$ cat config.mk
export PLATFORM = sky130hd
export DESIGN_NAME = park_allocator_flat
export DESIGN_NICKNAME = d
export VERILOG_FILES = /design/src/rtl/park_allocator_if.sv /design/src/rtl/park_allocator.sv /design/src/flat_wrapper.sv
export SDC_FILE = /design/constraint.sdc
export NUM_CORES = 1
export LEC_CHECK = 0
export ABC_AREA = 1
export CAP_MARGIN = 20
export CORE_MARGIN = 10
export CORE_UTILIZATION = 56
export DETAILED_ROUTE_END_ITERATION = 8
export PLACE_DENSITY = 0.89
export SYNTH_ARGS = -nofsm -noshare
export SYNTH_HDL_FRONTEND = slang
export SYNTH_SLANG_ARGS = --single-unit
$ cat constraint.sdc
create_clock -name clk -period 3.9 [get_ports clk]
set_input_delay 0.78 -clock clk [delete_from_list [all_inputs] [get_ports clk]]
set_output_delay 0.78 -clock clk [all_outputs]
set_load 0.02 [all_outputs]
$ cat src/rtl/park_allocator_if.sv
//------------------------------------------------------------------------------
// Module      : park_allocator_if
// Description : Request/ticket bundle between the parking front-end, the slot
//               allocator and the token_production block.
// Revision    : 1.0 - initial release
//------------------------------------------------------------------------------
`default_nettype none

interface park_allocator_if;
    logic       entry_req;
    logic       exit_req;
    logic [2:0] exit_slot;
    logic [2:0] exit_token;
    logic [2:0] token_in;
    logic [2:0] park_number;
    logic [2:0] pattern;
    logic [2:0] token_out;
    logic [2:0] token_slot;
    logic       token_valid;
    logic       entry_reject;
    logic       exit_ok;
    logic       exit_err;
    logic [7:0] occupancy;
    logic [3:0] free_count;
    logic       entry_full;
    logic [7:0] stat_entries;
    logic [7:0] stat_rejects;
    logic [7:0] stat_exit_errs;

    modport slave (
        input  entry_req, exit_req, exit_slot, exit_token, token_in,
        output park_number, pattern, token_out, token_slot, token_valid,
               entry_reject, exit_ok, exit_err, occupancy, free_count,
               entry_full, stat_entries, stat_rejects, stat_exit_errs
    );

    modport master (
        output entry_req, exit_req, exit_slot, exit_token, token_in,
        input  park_number, pattern, token_out, token_slot, token_valid,
               entry_reject, exit_ok, exit_err, occupancy, free_count,
               entry_full, stat_entries, stat_rejects, stat_exit_errs
    );
endinterface

`default_nettype wire

$ cat src/rtl/park_allocator.sv
//------------------------------------------------------------------------------
// Module      : park_allocator
// Description : Parking slot allocator: lowest-free-slot entry allocation with
//               token capture, and token-checked exit. Optional statistics
//               counters are built when PARK_ALLOC_STATS_EN is defined.
// Revision    : 1.0 - initial release
//------------------------------------------------------------------------------
`default_nettype none

module park_allocator #(
    parameter int NUM_SLOTS = 8,
    parameter int PAT_STEP  = 3,
    parameter int PAT_INIT  = 1
) (
    input  wire logic          clk,
    input  wire logic          rst,
    park_allocator_if.slave    bus
);

    localparam logic [1:0] c_IDLE     = 2'd0;
    localparam logic [1:0] c_ALLOC    = 2'd1;
    localparam logic [1:0] c_ISSUE    = 2'd2;
    localparam logic [1:0] c_EXIT_CHK = 2'd3;

    logic [1:0] r_state;
    logic       r_entry_d;
    logic       r_exit_d;
    logic       r_ent_pend;
    logic       r_ext_pend;
    logic [2:0] r_exit_slot;
    logic [2:0] r_exit_token;
    logic [2:0] r_pat_cnt;
    logic [2:0] r_slot_pat [0:7];
    logic [7:0] r_occ;
    logic [3:0] r_free_cnt;
    logic       r_full;
    logic [2:0] r_park_number;
    logic [2:0] r_pattern;
    logic [2:0] r_token_out;
    logic [2:0] r_token_slot;
    logic       r_token_valid;
    logic       r_entry_reject;
    logic       r_exit_ok;
    logic       r_exit_err;

    logic       w_entry_rise;
    logic       w_exit_rise;
    logic       w_take_ent;
    logic       w_take_ext;
    logic [2:0] w_free_slot;
    logic       w_exit_good;

    assign w_entry_rise = bus.entry_req & ~r_entry_d;
    assign w_exit_rise  = bus.exit_req  & ~r_exit_d;
    assign w_take_ext   = (r_state == c_IDLE) && r_ext_pend;
    assign w_take_ent   = (r_state == c_IDLE) && !r_ext_pend && r_ent_pend;

    // Scan downward so the lowest free usable slot wins.
    always_comb begin
        w_free_slot = 3'd0;
        for (int i = NUM_SLOTS - 1; i >= 0; i--) begin
            if (!r_occ[i]) begin
                w_free_slot = 3'(i);
            end
        end
    end

    assign w_exit_good = ({1'b0, r_exit_slot} < 4'(NUM_SLOTS)) && r_occ[r_exit_slot]
                         && (r_exit_token == (r_exit_slot ^ r_slot_pat[r_exit_slot]));

    // Edge detection and pending flags; an edge while already pending is dropped.
    always_ff @(posedge clk) begin
        if (rst) begin
            r_entry_d    <= bus.entry_req;
            r_exit_d     <= bus.exit_req;
            r_ent_pend   <= 1'b0;
            r_ext_pend   <= 1'b0;
            r_exit_slot  <= 3'd0;
            r_exit_token <= 3'd0;
        end else begin
            r_entry_d  <= bus.entry_req;
            r_exit_d   <= bus.exit_req;
            r_ent_pend <= r_ent_pend ? !w_take_ent : w_entry_rise;
            r_ext_pend <= r_ext_pend ? !w_take_ext : w_exit_rise;
            if (w_exit_rise && !r_ext_pend) begin
                r_exit_slot  <= bus.exit_slot;
                r_exit_token <= bus.exit_token;
            end
        end
    end

    // Result registers are loaded on the transition into ISSUE / EXIT_CHK so
    // that the pulses and the captured ticket are visible during those states.
    always_ff @(posedge clk) begin
        if (rst) begin
            r_state        <= c_IDLE;
            r_pat_cnt      <= 3'(PAT_INIT);
            r_occ          <= 8'h00;
            r_free_cnt     <= 4'(NUM_SLOTS);
            r_full         <= 1'b0;
            r_park_number  <= 3'd0;
            r_pattern      <= 3'd0;
            r_token_out    <= 3'd0;
            r_token_slot   <= 3'd0;
            r_token_valid  <= 1'b0;
            r_entry_reject <= 1'b0;
            r_exit_ok      <= 1'b0;
            r_exit_err     <= 1'b0;
            for (int i = 0; i < 8; i++) begin
                r_slot_pat[i] <= 3'd0;
            end
        end else begin
            r_token_valid  <= 1'b0;
            r_entry_reject <= 1'b0;
            r_exit_ok      <= 1'b0;
            r_exit_err     <= 1'b0;
            case (r_state)
                c_IDLE: begin
                    if (r_ext_pend) begin
                        r_state <= c_EXIT_CHK;
                        if (w_exit_good) begin
                            r_exit_ok          <= 1'b1;
                            r_occ[r_exit_slot] <= 1'b0;
                            r_free_cnt         <= r_free_cnt + 4'd1;
                            r_full             <= 1'b0;
                        end else begin
                            r_exit_err <= 1'b1;
                        end
                    end else if (r_ent_pend) begin
                        if (r_full) begin
                            r_entry_reject <= 1'b1;
                        end else begin
                            r_state       <= c_ALLOC;
                            r_park_number <= w_free_slot;
                            r_pattern     <= r_pat_cnt;
                        end
                    end
                end
                c_ALLOC: begin
                    r_state                   <= c_ISSUE;
                    r_token_out               <= bus.token_in;
                    r_token_slot              <= r_park_number;
                    r_token_valid             <= 1'b1;
                    r_occ[r_park_number]      <= 1'b1;
                    r_slot_pat[r_park_number] <= r_pat_cnt;
                    r_pat_cnt                 <= r_pat_cnt + 3'(PAT_STEP);
                    r_free_cnt                <= r_free_cnt - 4'd1;
                    r_full                    <= (r_free_cnt == 4'd1);
                end
                c_ISSUE:    r_state <= c_IDLE;
                c_EXIT_CHK: r_state <= c_IDLE;
                default:    r_state <= c_IDLE;
            endcase
        end
    end

`ifdef PARK_ALLOC_STATS_EN
    logic [7:0] r_stat_entries;
    logic [7:0] r_stat_rejects;
    logic [7:0] r_stat_exit_errs;

    // Saturating event counters, stepped one cycle after each pulse.
    always_ff @(posedge clk) begin
        if (rst) begin
            r_stat_entries   <= 8'd0;
            r_stat_rejects   <= 8'd0;
            r_stat_exit_errs <= 8'd0;
        end else begin
            if (r_token_valid && (r_stat_entries != 8'hFF)) begin
                r_stat_entries <= r_stat_entries + 8'd1;
            end
            if (r_entry_reject && (r_stat_rejects != 8'hFF)) begin
                r_stat_rejects <= r_stat_rejects + 8'd1;
            end
            if (r_exit_err && (r_stat_exit_errs != 8'hFF)) begin
                r_stat_exit_errs <= r_stat_exit_errs + 8'd1;
            end
        end
    end

    assign bus.stat_entries   = r_stat_entries;
    assign bus.stat_rejects   = r_stat_rejects;
    assign bus.stat_exit_errs = r_stat_exit_errs;
`else
    assign bus.stat_entries   = 8'd0;
    assign bus.stat_rejects   = 8'd0;
    assign bus.stat_exit_errs = 8'd0;
`endif

    assign bus.park_number  = r_park_number;
    assign bus.pattern      = r_pattern;
    assign bus.token_out    = r_token_out;
    assign bus.token_slot   = r_token_slot;
    assign bus.token_valid  = r_token_valid;
    assign bus.entry_reject = r_entry_reject;
    assign bus.exit_ok      = r_exit_ok;
    assign bus.exit_err     = r_exit_err;
    assign bus.occupancy    = r_occ;
    assign bus.free_count   = r_free_cnt;
    assign bus.entry_full   = r_full;

endmodule

`default_nettype wire

$ cat src/flat_wrapper.sv
// flat-port wrapper written by rule: the top's interface ports become plain ports
module park_allocator_flat 
#(
    parameter int NUM_SLOTS = 8,
    parameter int PAT_STEP  = 3,
    parameter int PAT_INIT  = 1
)
  (clk, rst, bus_entry_req, bus_exit_req, bus_exit_slot, bus_exit_token, bus_token_in, bus_park_number, bus_pattern, bus_token_out, bus_token_slot, bus_token_valid, bus_entry_reject, bus_exit_ok, bus_exit_err, bus_occupancy, bus_free_count, bus_entry_full, bus_stat_entries, bus_stat_rejects, bus_stat_exit_errs);
  park_allocator_if bus_i ();
  input  wire logic clk;
  input  wire logic rst;
  input wire logic [$bits(bus_i.entry_req)-1:0] bus_entry_req;
  input wire logic [$bits(bus_i.exit_req)-1:0] bus_exit_req;
  input wire logic [$bits(bus_i.exit_slot)-1:0] bus_exit_slot;
  input wire logic [$bits(bus_i.exit_token)-1:0] bus_exit_token;
  input wire logic [$bits(bus_i.token_in)-1:0] bus_token_in;
  output wire logic [$bits(bus_i.park_number)-1:0] bus_park_number;
  output wire logic [$bits(bus_i.pattern)-1:0] bus_pattern;
  output wire logic [$bits(bus_i.token_out)-1:0] bus_token_out;
  output wire logic [$bits(bus_i.token_slot)-1:0] bus_token_slot;
  output wire logic [$bits(bus_i.token_valid)-1:0] bus_token_valid;
  output wire logic [$bits(bus_i.entry_reject)-1:0] bus_entry_reject;
  output wire logic [$bits(bus_i.exit_ok)-1:0] bus_exit_ok;
  output wire logic [$bits(bus_i.exit_err)-1:0] bus_exit_err;
  output wire logic [$bits(bus_i.occupancy)-1:0] bus_occupancy;
  output wire logic [$bits(bus_i.free_count)-1:0] bus_free_count;
  output wire logic [$bits(bus_i.entry_full)-1:0] bus_entry_full;
  output wire logic [$bits(bus_i.stat_entries)-1:0] bus_stat_entries;
  output wire logic [$bits(bus_i.stat_rejects)-1:0] bus_stat_rejects;
  output wire logic [$bits(bus_i.stat_exit_errs)-1:0] bus_stat_exit_errs;
  assign bus_i.entry_req = bus_entry_req;
  assign bus_i.exit_req = bus_exit_req;
  assign bus_i.exit_slot = bus_exit_slot;
  assign bus_i.exit_token = bus_exit_token;
  assign bus_i.token_in = bus_token_in;
  assign bus_park_number = bus_i.park_number;
  assign bus_pattern = bus_i.pattern;
  assign bus_token_out = bus_i.token_out;
  assign bus_token_slot = bus_i.token_slot;
  assign bus_token_valid = bus_i.token_valid;
  assign bus_entry_reject = bus_i.entry_reject;
  assign bus_exit_ok = bus_i.exit_ok;
  assign bus_exit_err = bus_i.exit_err;
  assign bus_occupancy = bus_i.occupancy;
  assign bus_free_count = bus_i.free_count;
  assign bus_entry_full = bus_i.entry_full;
  assign bus_stat_entries = bus_i.stat_entries;
  assign bus_stat_rejects = bus_i.stat_rejects;
  assign bus_stat_exit_errs = bus_i.stat_exit_errs;
  park_allocator #(.NUM_SLOTS(NUM_SLOTS), .PAT_STEP(PAT_STEP), .PAT_INIT(PAT_INIT)) u_core (.clk(clk), .rst(rst), .bus(bus_i));
endmodule
==> summary.md, run 1 <==
| Metric | Value |
|---|---|
| Run status | `finished, final reports clean` |
| Dpl cells | `543` |
| Cell Rows | `28` |
| Min-Delay Path Class | `flip-flop to flip-flop` |
| Die X | `around 99 microns` |
| Final setup vio count | `0` |
| Worst-margin pin slew | `between 0.9 and 1 ns` |
| Power after layout | `1.74 mW` |
| Fin Clk Skew | `~0.0078 ns` |
| Worst Setup Start Kind | `input pin` |
| Die H | `~99 microns` |
| Drc violations | `0` |
| Clock Tree Buf Depth | `2` |
| Max Freq | `slightly above 0.4 GHz` |
| RSZ-0062 raised after global routing | `false` |
| Layout cells sized above 1 | `~7.9%` |
| Yosys warns | `0` |
| Clock Sinks | `71` |
| WP data required | `3.94 ns` |
| Layout Cells excl Fill | `roughly 560` |
| Final Hold Violating Endpoints | `0` |
| CTS buffer count | `9` |
| Setup Crit Path Kind | `input pin to flip-flop` |
| Cell Area, Synth | `approximately 0.0035 sq mm` |
| Detailed Route WL | `8750 microns` |
| Setup bufs post-CTS | `0` |
| Worst Path Arrival | `2.51 ns` |
| Die ar. | `around 0.01 sq mm` |
| Clk_lat worst skew | `0.35 ns` |
| Hpwl dp | `roughly 6300 microns` |
| Post-cts sizing count | `0` |
| Max-slew violations | `0` |
| Max-cap violation count | `0` |
| Largest net degree at the start of global routing | `35` |
| Maximum VDD drop | `between 0.2 and 0.3 mV` |
| Routed via count | `3027` |
| Post-route ant nets | `0` |
| H-tree depth | `3` |
| N_diodes | `0` |
| Nets | `496` |
| Post-route setup TNS | `0 ns` |
| TritonCTS clock tree | `yes` |
| Count of different cell masters after synthesis | `30` |
| Detailed-route wire length per cell | `between 15 and 20 microns` |
| Port bufs | `41` |
| Power density over the cells | `~430 mW/mm^2` |
| Root buffer cell | `clkbuf_8` |
| CP endpoint kind | `flip-flop` |
| Post-Syn Area per Cell | `7.91 sq um` |
| Worst slack, placed | `between 1 and 1.5 ns` |
| Routability cong. | `0.975` |
| Post-Syn Instances | `442` |
| Seq/Total Area, Yosys | `a little under half` |
| Setup WS post-layout | `around 1.4 ns` |
| Vias in the first global route | `3035` |
| TritonRoute pass-1 iters | `8` |
| Period minus WS final | `~2.5 ns` |
| Post-CTS Hold Buffers | `0` |
| Clk slew on worst S/H paths | `approximately 0.07 ns` |
| Starting density of the core | `about three fifths` |
| Rel. slew slack | `a little over a third` |
| Core box area | `roughly 0.0060 sq mm` |
| Via density | `5.42` |
| Gr usage total | `approximately 18%` |
| Area Overhead vs Synth | `15.6%` |
| Ports | `66` |
| Initial DRC count | `334` |
| #FFs+latches synth | `71` |
| Initial antenna violation count | `0` |
| Max FO, Critical Path | `34` |
| Final Cycle Share | `a little under two thirds` |
| Leakage Power | `about 1.7 nW` |
| First-pass GRT wire length | `between 10000 and 15000 microns` |
| WHS | `roughly 0.46 ns` |
| Total global routing overflow | `0` |
per-layer routing:
metal,up-vias,track usage (%),share of wire [%]
li1,1445,-,-
met1,1370,18.6,36
met4,0,7.83,2.8
met5,-,0,0
met2,188,30.2,49
met3,24,7.54,12
worst max-delay path, stage by stage:
cell and delay [ns]:
clkdlybuf4s50_1 0.63, inv_1 0.82, nand2_1 0.28
worst paths after layout:
kind,startpoint,end,slack (ns),cells past startpoint
worst min-delay path,u_core.r_pat_cnt[0],u_core.r_pat_cnt[0],0.46,2
worst max register to register,u_core.r_state[0],u_core.r_slot_pat[0][1],1.54,6
worst min register to register,u_core.r_pat_cnt[0],u_core.r_pat_cnt[0],0.46,2
worst max-delay path,rst,u_core.r_slot_pat[2][1],1.43,3
final cells by class:
type / count / area, sq um
fillers: 465 / 1950
clock inverters: 4 / 70.1
flip-flops and latches: 71 / 1660
repair buffers: 42 / 418
multi-input cells: 299 / 1460
well taps: 75 / 93.8
clock buffers: 12 / 135
inverters: 56 / 210
state kept, by name (all words and copies together) (netlist names), named ones only:
name / cells
u_core.r_slot_pat: 24
u_core.bus.occupancy: 8
u_core.bus.free_count: 4
u_core.bus.park_number: 3
u_core.bus.pattern: 3
u_core.bus.token_out: 3
u_core.bus.token_slot: 3
u_core.r_exit_slot: 3
u_core.r_exit_token: 3
u_core.r_pat_cnt: 3
u_core.r_state: 2
u_core.bus.entry_full: 1
u_core.bus.entry_reject: 1
u_core.bus.exit_err: 1
u_core.bus.exit_ok: 1
u_core.bus.token_valid: 1
u_core.r_ent_pend: 1
u_core.r_entry_d: 1
u_core.r_exit_d: 1
u_core.r_ext_pend: 1
Yosys cell counts:
master	number	share of area (%)
nand2_1	84	9.0
nor2_1	53	5.7
inv_1	52	5.6
dfxtp_1	47	27
nand3_1	33	4.7
buf_4	25	5.4
o21ai_0	25	3.6
edfxtp_1	24	21
a21oi_1	21	3.0
clkbuf_1	10	1.1
nor3_1	10	1.4
nand4_1	9	1.6
nor2_2	5	0.89
ha_1	4	1.4
inv_2	4	0.43
nand2_2	4	0.72
nand3_2	4	1.1
o21ai_2	4	1.0
xnor2_1	4	1.0
xor2_1	4	1.0
a211oi_1	2	0.43
a31oi_1	2	0.36
buf_6	2	0.64
nand3_4	2	1.0
nand3b_1	2	0.43
o21ai_1	2	0.29
buf_1	1	0.11
buf_2	1	0.14
conb_1	1	0.11
nor2_4	1	0.32
layout by cell type (no fill, tap or decap), types with 5 or more instances in the layout:
cell and n:
nor3_1 10, clkdlybuf4s50_1 41, o21ai_0 25, inv_1 52, nor2_1 53, clkbuf_8 9
dfxtp_1 47, nand4_1 9, nand2_1 84, nor2_2 5, a21oi_1 21, nand3_1 33
conb_1 24, edfxtp_1 24
where the power goes:
part	switching (mW)	internal (mW)
Clock	0.262	0.359
Sequential	0.0349	0.801
Combinational	0.183	0.0955
Total	0.480	1.26
cell families (layout without fill, tap and decap cells):
family,Yosys count,count (layout),synth area share (%)
other,1,24,0.107
buffers and inverters,95,114,13.3
DFF,71,71,47.5
AOI/OAI and AO/OA,56,56,8.65
xor gates and xnor gates,8,8,2.00
and+or+nand+nor,207,207,27.0
adders and majority gates,4,4,1.43
metrics by stage:
step / cell area [sq um] / utilization [%]
3_5_place_dp: 3840 / 64.1
4_1_cts: 4050 / 67.5
6_report: 4050 / 67.5
3_3_place_gp: 3840 / 64.1
5_1_grt: 4050 / 67.5
2_1_floorplan: 3580 / -
(Power assumes the default switching activity.)
==> inputs of run 2 (changes only) <==
Settings changed: CORE_UTILIZATION 56 to 47, PLACE_DENSITY 0.89 to 0.8.
Clock period 3.9 ns to 2.06 ns, I/O delays scaled along.
==> summary.md, run 2 (synthesis results as in run 1) <==
| Metric | Value |
|---|---|
| Worst R2R Path Depth | `12 (was 6)` |
| Routed via count | `3010 (was 3027)` |
| Fin Clk Skew | `0.0109 ns (was 0.00781 ns)` |
| Commonest non-fill, non-tap cell in the layout | `nand2_1 (unchanged)` |
| Hold path depth | `2 (unchanged)` |
| Port bufs | `41 (unchanged)` |
| Detailed Route WL | `8580 microns (was 8750 microns)` |
| Leakage Power | `1.75 nW (was 1.72 nW)` |
| Number of flip-flops in the largest register | `24 (unchanged)` |
| H-tree depth | `3 (unchanged)` |
| Detailed-route wire length per cell | `14.5 microns (was 15.6 microns)` |
| Hpwl dp | `6410 microns (was 6250 microns)` |
| Worst slack, placed | `0.126 ns (was 1.12 ns)` |
| Setup bufs post-CTS | `0 (unchanged)` |
| Root buffer cell | `clkbuf_8 (unchanged)` |
| Worst stage delay on the critical path | `0.67 ns (was 0.82 ns)` |
| Clock Sinks | `71 (unchanged)` |
| Ports | `66 (unchanged)` |
| RSZ-0062 raised after global routing | `false (unchanged)` |
| Clk slew on worst S/H paths | `0.08 ns (was 0.07 ns)` |
| Post-cts sizing count | `0 (unchanged)` |
| Maximum VDD drop | `0.521 mV (was 0.285 mV)` |
| Power after layout | `3.21 mW (was 1.74 mW)` |
| CP startpoint | `u_core.bus.free_count[2] (was rst)` |
| TritonCTS clock tree | `yes (unchanged)` |
| Min-Delay Path Class | `flip-flop to flip-flop (unchanged)` |
| Commonest cells after routing, fill and taps aside | `nand2_1 (84), nor2_1 (53), inv_1 (52) (unchanged)` |
| Period minus WS final | `1.93 ns` |
| Clk_lat worst skew | `0.35 ns (about the same)` |
| Final setup vio count | `0 (unchanged)` |
| Gr usage total | `15.3% (was 17.7%)` |
| Layout cells sized above 1 | `10.6% (was 7.85%)` |
| CP endpoint kind | `output pin (was flip-flop)` |
| Largest net degree at the start of global routing | `35 (unchanged)` |
| CTS buffer count | `9 (unchanged)` |
| CP Buf/Inv Count | `1 (was 2)` |
| Final Hold Violating Endpoints | `0 (unchanged)` |
| CP delay by family, top | `buffers and inverters (unchanged)` |
| WP data required | `1.65 ns (was 3.94 ns)` |
| Max-cap violation count | `0 (unchanged)` |
| Run status | `finished, final reports clean (unchanged)` |
| Area Overhead vs Synth | `18.4% (was 15.6%)` |
| Die H | `106 microns (was 99.0 microns)` |
| Worst Setup Start Kind | `flip-flop (was input pin)` |
| Max FO, Critical Path | `7 (was 34)` |
| Drc violations | `0 (unchanged)` |
| Fillers | `644 (was 465)` |
| Post-route setup TNS | `0 ns (unchanged)` |
| Max-slew violations | `0 (unchanged)` |
| Critical path, cell by cell | `clkdlybuf4s50_1 (was clkdlybuf4s50_1 > inv_1 > nand2_1)` |
| Total global routing overflow | `0 (unchanged)` |
| Post-route ant nets | `0 (unchanged)` |
| Nets | `504 (was 496)` |
| Via density | `5.09 (was 5.42)` |
| Final Cycle Share | `between 90% and 100%` |
| Max Freq | `slightly above 0.5 GHz` |
| Top reg by flops | `u_core.r_slot_pat (unchanged)` |
| N_diodes | `0 (unchanged)` |
| Routability cong. | `0.848 (was 0.975)` |
| Die ar. | `0.0113 sq mm (was 0.00981 sq mm)` |
| Clock Tree Buf Depth | `2 (unchanged)` |
| Vias in the first global route | `3066 (was 3035)` |
| Initial antenna violation count | `0 (unchanged)` |
| Starting density of the core | `48.2% (was 58.4%)` |
| TritonRoute pass-1 iters | `5 (was 8)` |
| Setup Crit Path Kind | `flip-flop to output pin (was input pin to flip-flop)` |
| Reg-to-reg slack, setup | `0.24 ns (was 1.54 ns)` |
| Post-CTS Hold Buffers | `0 (unchanged)` |
| First-pass GRT wire length | `14100 microns (was 14300 microns)` |
| Initial DRC count | `260 (was 334)` |
| Hold path start | `u_core.r_exit_token[1] (was u_core.r_pat_cnt[0])` |
| Cell Rows | `31 (was 28)` |
| Core box area | `0.00725 sq mm (was 0.00599 sq mm)` |
| Crit-path slowest cell | `clkdlybuf4s50_1 (was inv_1)` |
| Setup WS post-layout | `0.128 ns (was 1.43 ns)` |
| CP Depth | `1 (was 3)` |
| Worst Path Arrival | `1.52 ns (was 2.51 ns)` |
| Power density over the cells | `774 mW/mm^2 (was 429 mW/mm^2)` |
| Die X | `106 microns (was 99.0 microns)` |
run 2: cell types whose count changed in the layout (fill, tap and decap cells not counted):
| cell | before | now |
|---|---|---|
| clkbuf_1 | 3 | 0 |
| dfxtp_1 | 47 | 44 |
| inv_6 | 0 | 3 |
| buf_12 | 0 | 1 |
| bufinv_16 | 2 | 0 |
| clkinvlp_4 | 0 | 2 |
| buf_4 | 1 | 8 |
| clkbuf_16 | 0 | 1 |
| inv_4 | 0 | 1 |
| dfxtp_2 | 0 | 3 |
| clkinv_2 | 2 | 0 |
run 2: final timing paths:
check                                                to
worst max-delay path                  bus_free_count[2]
worst min-delay path             u_core.r_exit_token[1]
worst max register to register  u_core.bus.occupancy[0]
worst min register to register   u_core.r_exit_token[1]
run 2: where the power goes:
group	internal, mW	leakage, nW	switching (mW)	total [mW]
registers	1.52	0.633	0.0614	1.58
logic	0.193	1.02	0.353	0.547
clock network	0.523	0.0954	0.559	1.08
total	2.23	1.75	0.974	3.21
run 2: area by class of cell:
cell class / instances / area (sq um) / area share (%)
repair buffers: 50 / 490 / 11.8
inverters: 56 / 210 / 5.07
clock inverters: 6 / 47.5 / 1.15
multi-input cells: 299 / 1460 / 35.2
clock buffers: 10 / 149 / 3.59
flip-flops and latches: 71 / 1670 / 40.2
well taps: 99 / 124 / 2.99
run 2: metal layers:
metal | share of wire, % | global-route usage (%)
met1 | 39 | 15.8
met2 | 48 | 26.2
met3 | 8.9 | 5.50
met4 | 4.1 | 8.99
met5 | 0 | 0
run 2: through the flow:
step	utilization, %	instances	instance area [sq um]	hold WS (ns)
2_1_floorplan	-	465	3580	0.429
3_3_place_gp	54.4	575	3940	0.439
3_5_place_dp	54.4	575	3940	0.452
4_1_cts	57.1	591	4140	0.473
5_1_grt	57.1	591	4140	0.499
6_report	57.1	591	4140	0.466
run 2: worst reg2reg max path: stages (launching register included):
cell	delay (ns)
dfxtp_2	0.37
inv_2	0.18
nand2_1	0.07
nand3_1	0.11
nand2_1	0.07
nand2_1	0.09
nand2_1	0.06
nand2_1	0.10
nand3_4	0.11
nor2_4	0.17
nand3_4	0.13
nor2_1	0.18
o21ai_1	0.07
==> inputs of run 3 (changes only) <==
Settings changed: CORE_UTILIZATION 47 to 52, PLACE_DENSITY 0.8 to 0.82.
Clock period 2.06 ns to 1.87 ns, I/O delays scaled along.
==> summary.md, run 3 (synthesis results as in run 1) <==
| Metric | Value |
|---|---|
| H-tree depth | `3 (unchanged)` |
| Util after Layout | `65.0% (was 57.1%)` |
| Root buffer cell | `clkbuf_8 (unchanged)` |
| Routability cong. | `0.910 (was 0.848)` |
| Die H | `102 microns (was 106 microns)` |
| Final Cycle Share | `between 90% and 100%` |
| Starting density of the core | `54.2% (was 48.2%)` |
| Max FO, Critical Path | `7 (unchanged)` |
| CP startpoint | `u_core.bus.park_number[2] (was u_core.bus.free_count[2])` |
| Drc violations | `0 (unchanged)` |
| Power density over the cells | `808 mW/mm^2 (was 774 mW/mm^2)` |
| WP data required | `1.50 ns (was 1.65 ns)` |
| Crit-path slowest cell | `clkdlybuf4s50_1 (unchanged)` |
| Fillers | `519 (was 644)` |
| Gr usage total | `15.9% (was 15.3%)` |
| Die ar. | `0.0104 sq mm (was 0.0113 sq mm)` |
| Number of flip-flops in the largest register | `24 (unchanged)` |
| Reg area | `0.00167 sq mm (about the same)` |
| Fin Clk Skew | `0.0101 ns (was 0.0109 ns)` |
| Largest net degree at the start of global routing | `15 (was 35)` |
| Commonest non-fill, non-tap cell in the layout | `nand2_1 (unchanged)` |
| Min-Delay Path Class | `flip-flop to flip-flop (unchanged)` |
| Clock Tree Buf Depth | `2 (unchanged)` |
| Power after layout | `3.39 mW (was 3.21 mW)` |
| Reg-to-reg slack, setup | `0.17 ns (was 0.24 ns)` |
| R2R Path End | `u_core.bus.occupancy[0] (unchanged)` |
| CTS buffer count | `9 (unchanged)` |
| Clk_lat worst skew | `0.35 ns (about the same)` |
| Die X | `102 microns (was 106 microns)` |
| Ports | `66 (unchanged)` |
| Max-slew violations | `0 (unchanged)` |
| Hold Path End | `u_core.r_exit_token[2] (was u_core.r_exit_token[1])` |
| RSZ-0062 raised after global routing | `false (unchanged)` |
| Critical path, cell by cell | `clkdlybuf4s50_1 (unchanged)` |
| Clock Sinks | `71 (unchanged)` |
| Hold path start | `u_core.r_exit_token[2] (was u_core.r_exit_token[1])` |
| Run status | `finished, final reports clean (unchanged)` |
| Commonest cells after routing, fill and taps aside | `nand2_1 (84), nor2_1 (53), inv_1 (52) (unchanged)` |
| Final setup vio count | `0 (unchanged)` |
| CP endpoint kind | `output pin (unchanged)` |
| Worst Setup Start Kind | `flip-flop (unchanged)` |
| Total global routing overflow | `0 (unchanged)` |
| Period minus WS final | `1.82 ns` |
| Top reg by flops | `u_core.r_slot_pat (unchanged)` |
| Final Hold Violating Endpoints | `0 (unchanged)` |
| Layout cells sized above 1 | `12.3% (was 10.6%)` |
| Initial antenna violation count | `0 (unchanged)` |
| Post-route cell area | `0.00420 sq mm (was 0.00414 sq mm)` |
| TritonCTS clock tree | `yes (unchanged)` |
| Max-cap violation count | `0 (unchanged)` |
| Area Overhead vs Synth | `20.0% (was 18.4%)` |
| Setup Crit Path Kind | `flip-flop to output pin (unchanged)` |
| Core box area | `0.00646 sq mm (was 0.00725 sq mm)` |
| Routed via count | `3008 (was 3010)` |
| Detailed-route wire length per cell | `14.1 microns (was 14.5 microns)` |
| Worst Path Arrival | `1.45 ns (was 1.52 ns)` |
| Vias in the first global route | `2837 (was 3066)` |
| Post-route ant nets | `0 (unchanged)` |
| Maximum VDD drop | `0.703 mV (was 0.521 mV)` |
| Leakage Power | `1.81 nW (was 1.75 nW)` |
| Hold path depth | `2 (unchanged)` |
| CP Buf/Inv Count | `1 (unchanged)` |
| CP delay by family, top | `buffers and inverters (unchanged)` |
| Setup WS post-layout | `0.0480 ns (was 0.128 ns)` |
| First-pass GRT wire length | `13100 microns (was 14100 microns)` |
| CP Depth | `1 (unchanged)` |
| Clk slew on worst S/H paths | `0.07 ns (was 0.08 ns)` |
| Port bufs | `41 (unchanged)` |
| Cell Rows | `29 (was 31)` |
| TritonRoute pass-1 iters | `5 (unchanged)` |
| Hpwl dp | `6290 microns (was 6410 microns)` |
| Detailed Route WL | `8230 microns (was 8580 microns)` |
| Nets | `518 (was 504)` |
| Multi-input gate area | `0.00146 sq mm (unchanged)` |
| Via density | `5.15 (was 5.09)` |
| Worst slack, placed | `-0.00679 ns (was 0.126 ns)` |
| Post-route setup TNS | `0 ns (unchanged)` |
| Placed cell areas | `0.00402 sq mm (was 0.00394 sq mm)` |
| Max Freq | `around 0.55 GHz` |
| Worst R2R Path Depth | `12 (unchanged)` |
| Initial DRC count | `206 (was 260)` |
| Worst stage delay on the critical path | `0.66 ns (was 0.67 ns)` |
run 3: changes by cell type in the layout (fill, tap and decap cells not counted), moves of 2 or more:
cell / previous run / this run
clkdlybuf4s50_1: 41 / 39
buf_4: 8 / 22
clkinv_2: 0 / 2
inv_6: 3 / 0
clkbuf_1: 0 / 2
dfxtp_2: 3 / 1
run 3: worst max path at each step:
stage | to | slack [ns]
3_3_place_gp | u_core.r_slot_pat[0][2] | 0.1
5_1_grt | bus_park_number[2] | 0.01
6_report | bus_park_number[2] | 0.05
4_1_cts | bus_park_number[2] | 0.04
2_1_floorplan | u_core.bus.occupancy[1] | 0.29
3_5_place_dp | u_core.r_slot_pat[0][1] | -0.007
run 3: report_power, final:
group	leakage (nW)	internal [mW]	total (mW)	switching (mW)
clock network	0.0838	0.509	1.04	0.532
registers	0.633	1.67	1.73	0.0579
logic	1.09	0.228	0.621	0.393
total	1.81	2.41	3.39	0.983
run 3: repair_timing:
| action | 4_1_cts | 5_1_grt |
|---|---|---|
| endpoints found under the setup margin | 1 | 10 |
| buffers inserted | 0 | 0 |
| gates resized for setup | 1 | 5 |
| hold buffers | 0 | 0 |
| gates cloned | 0 | 0 |
run 3: per-layer routing:
layer | up-vias | share of wire (%) | GRT usage [%]
li1 | 1495 | - | -
met1 | 1370 | 43 | 18.0
met2 | 122 | 47 | 26.6
met3 | 21 | 7.3 | 4.18
met4 | 0 | 2.9 | 9.65
met5 | - | 0 | 0
run 3: worst register-to-register path: cells and delay by family, from the launching register on:
kind / cells / cell delay, ns
buffers and inverters: 1 / 0.13
and+or+nand+nor: 10 / 1.03
AOI/OAI and AO/OA: 1 / 0.07
DFF: 1 / 0.37
run 3: cell type report:
class	count	share of cell area (%)
multi-input combinational	299	34.7
clock buffer	12	3.46
antenna	1	0.0596
sequential	71	39.7
timing repair buffer	64	14.2
tap	77	2.30
clock inverter	4	0.507
inverter	56	5.07
run 3: metrics by stage:
stage	std cells	hold slack [ns]
floorplan	465	0.402
detailed placement	567	0.442
finish	584	0.467
CTS	583	0.461
global placement	567	0.437
global route	583	0.504
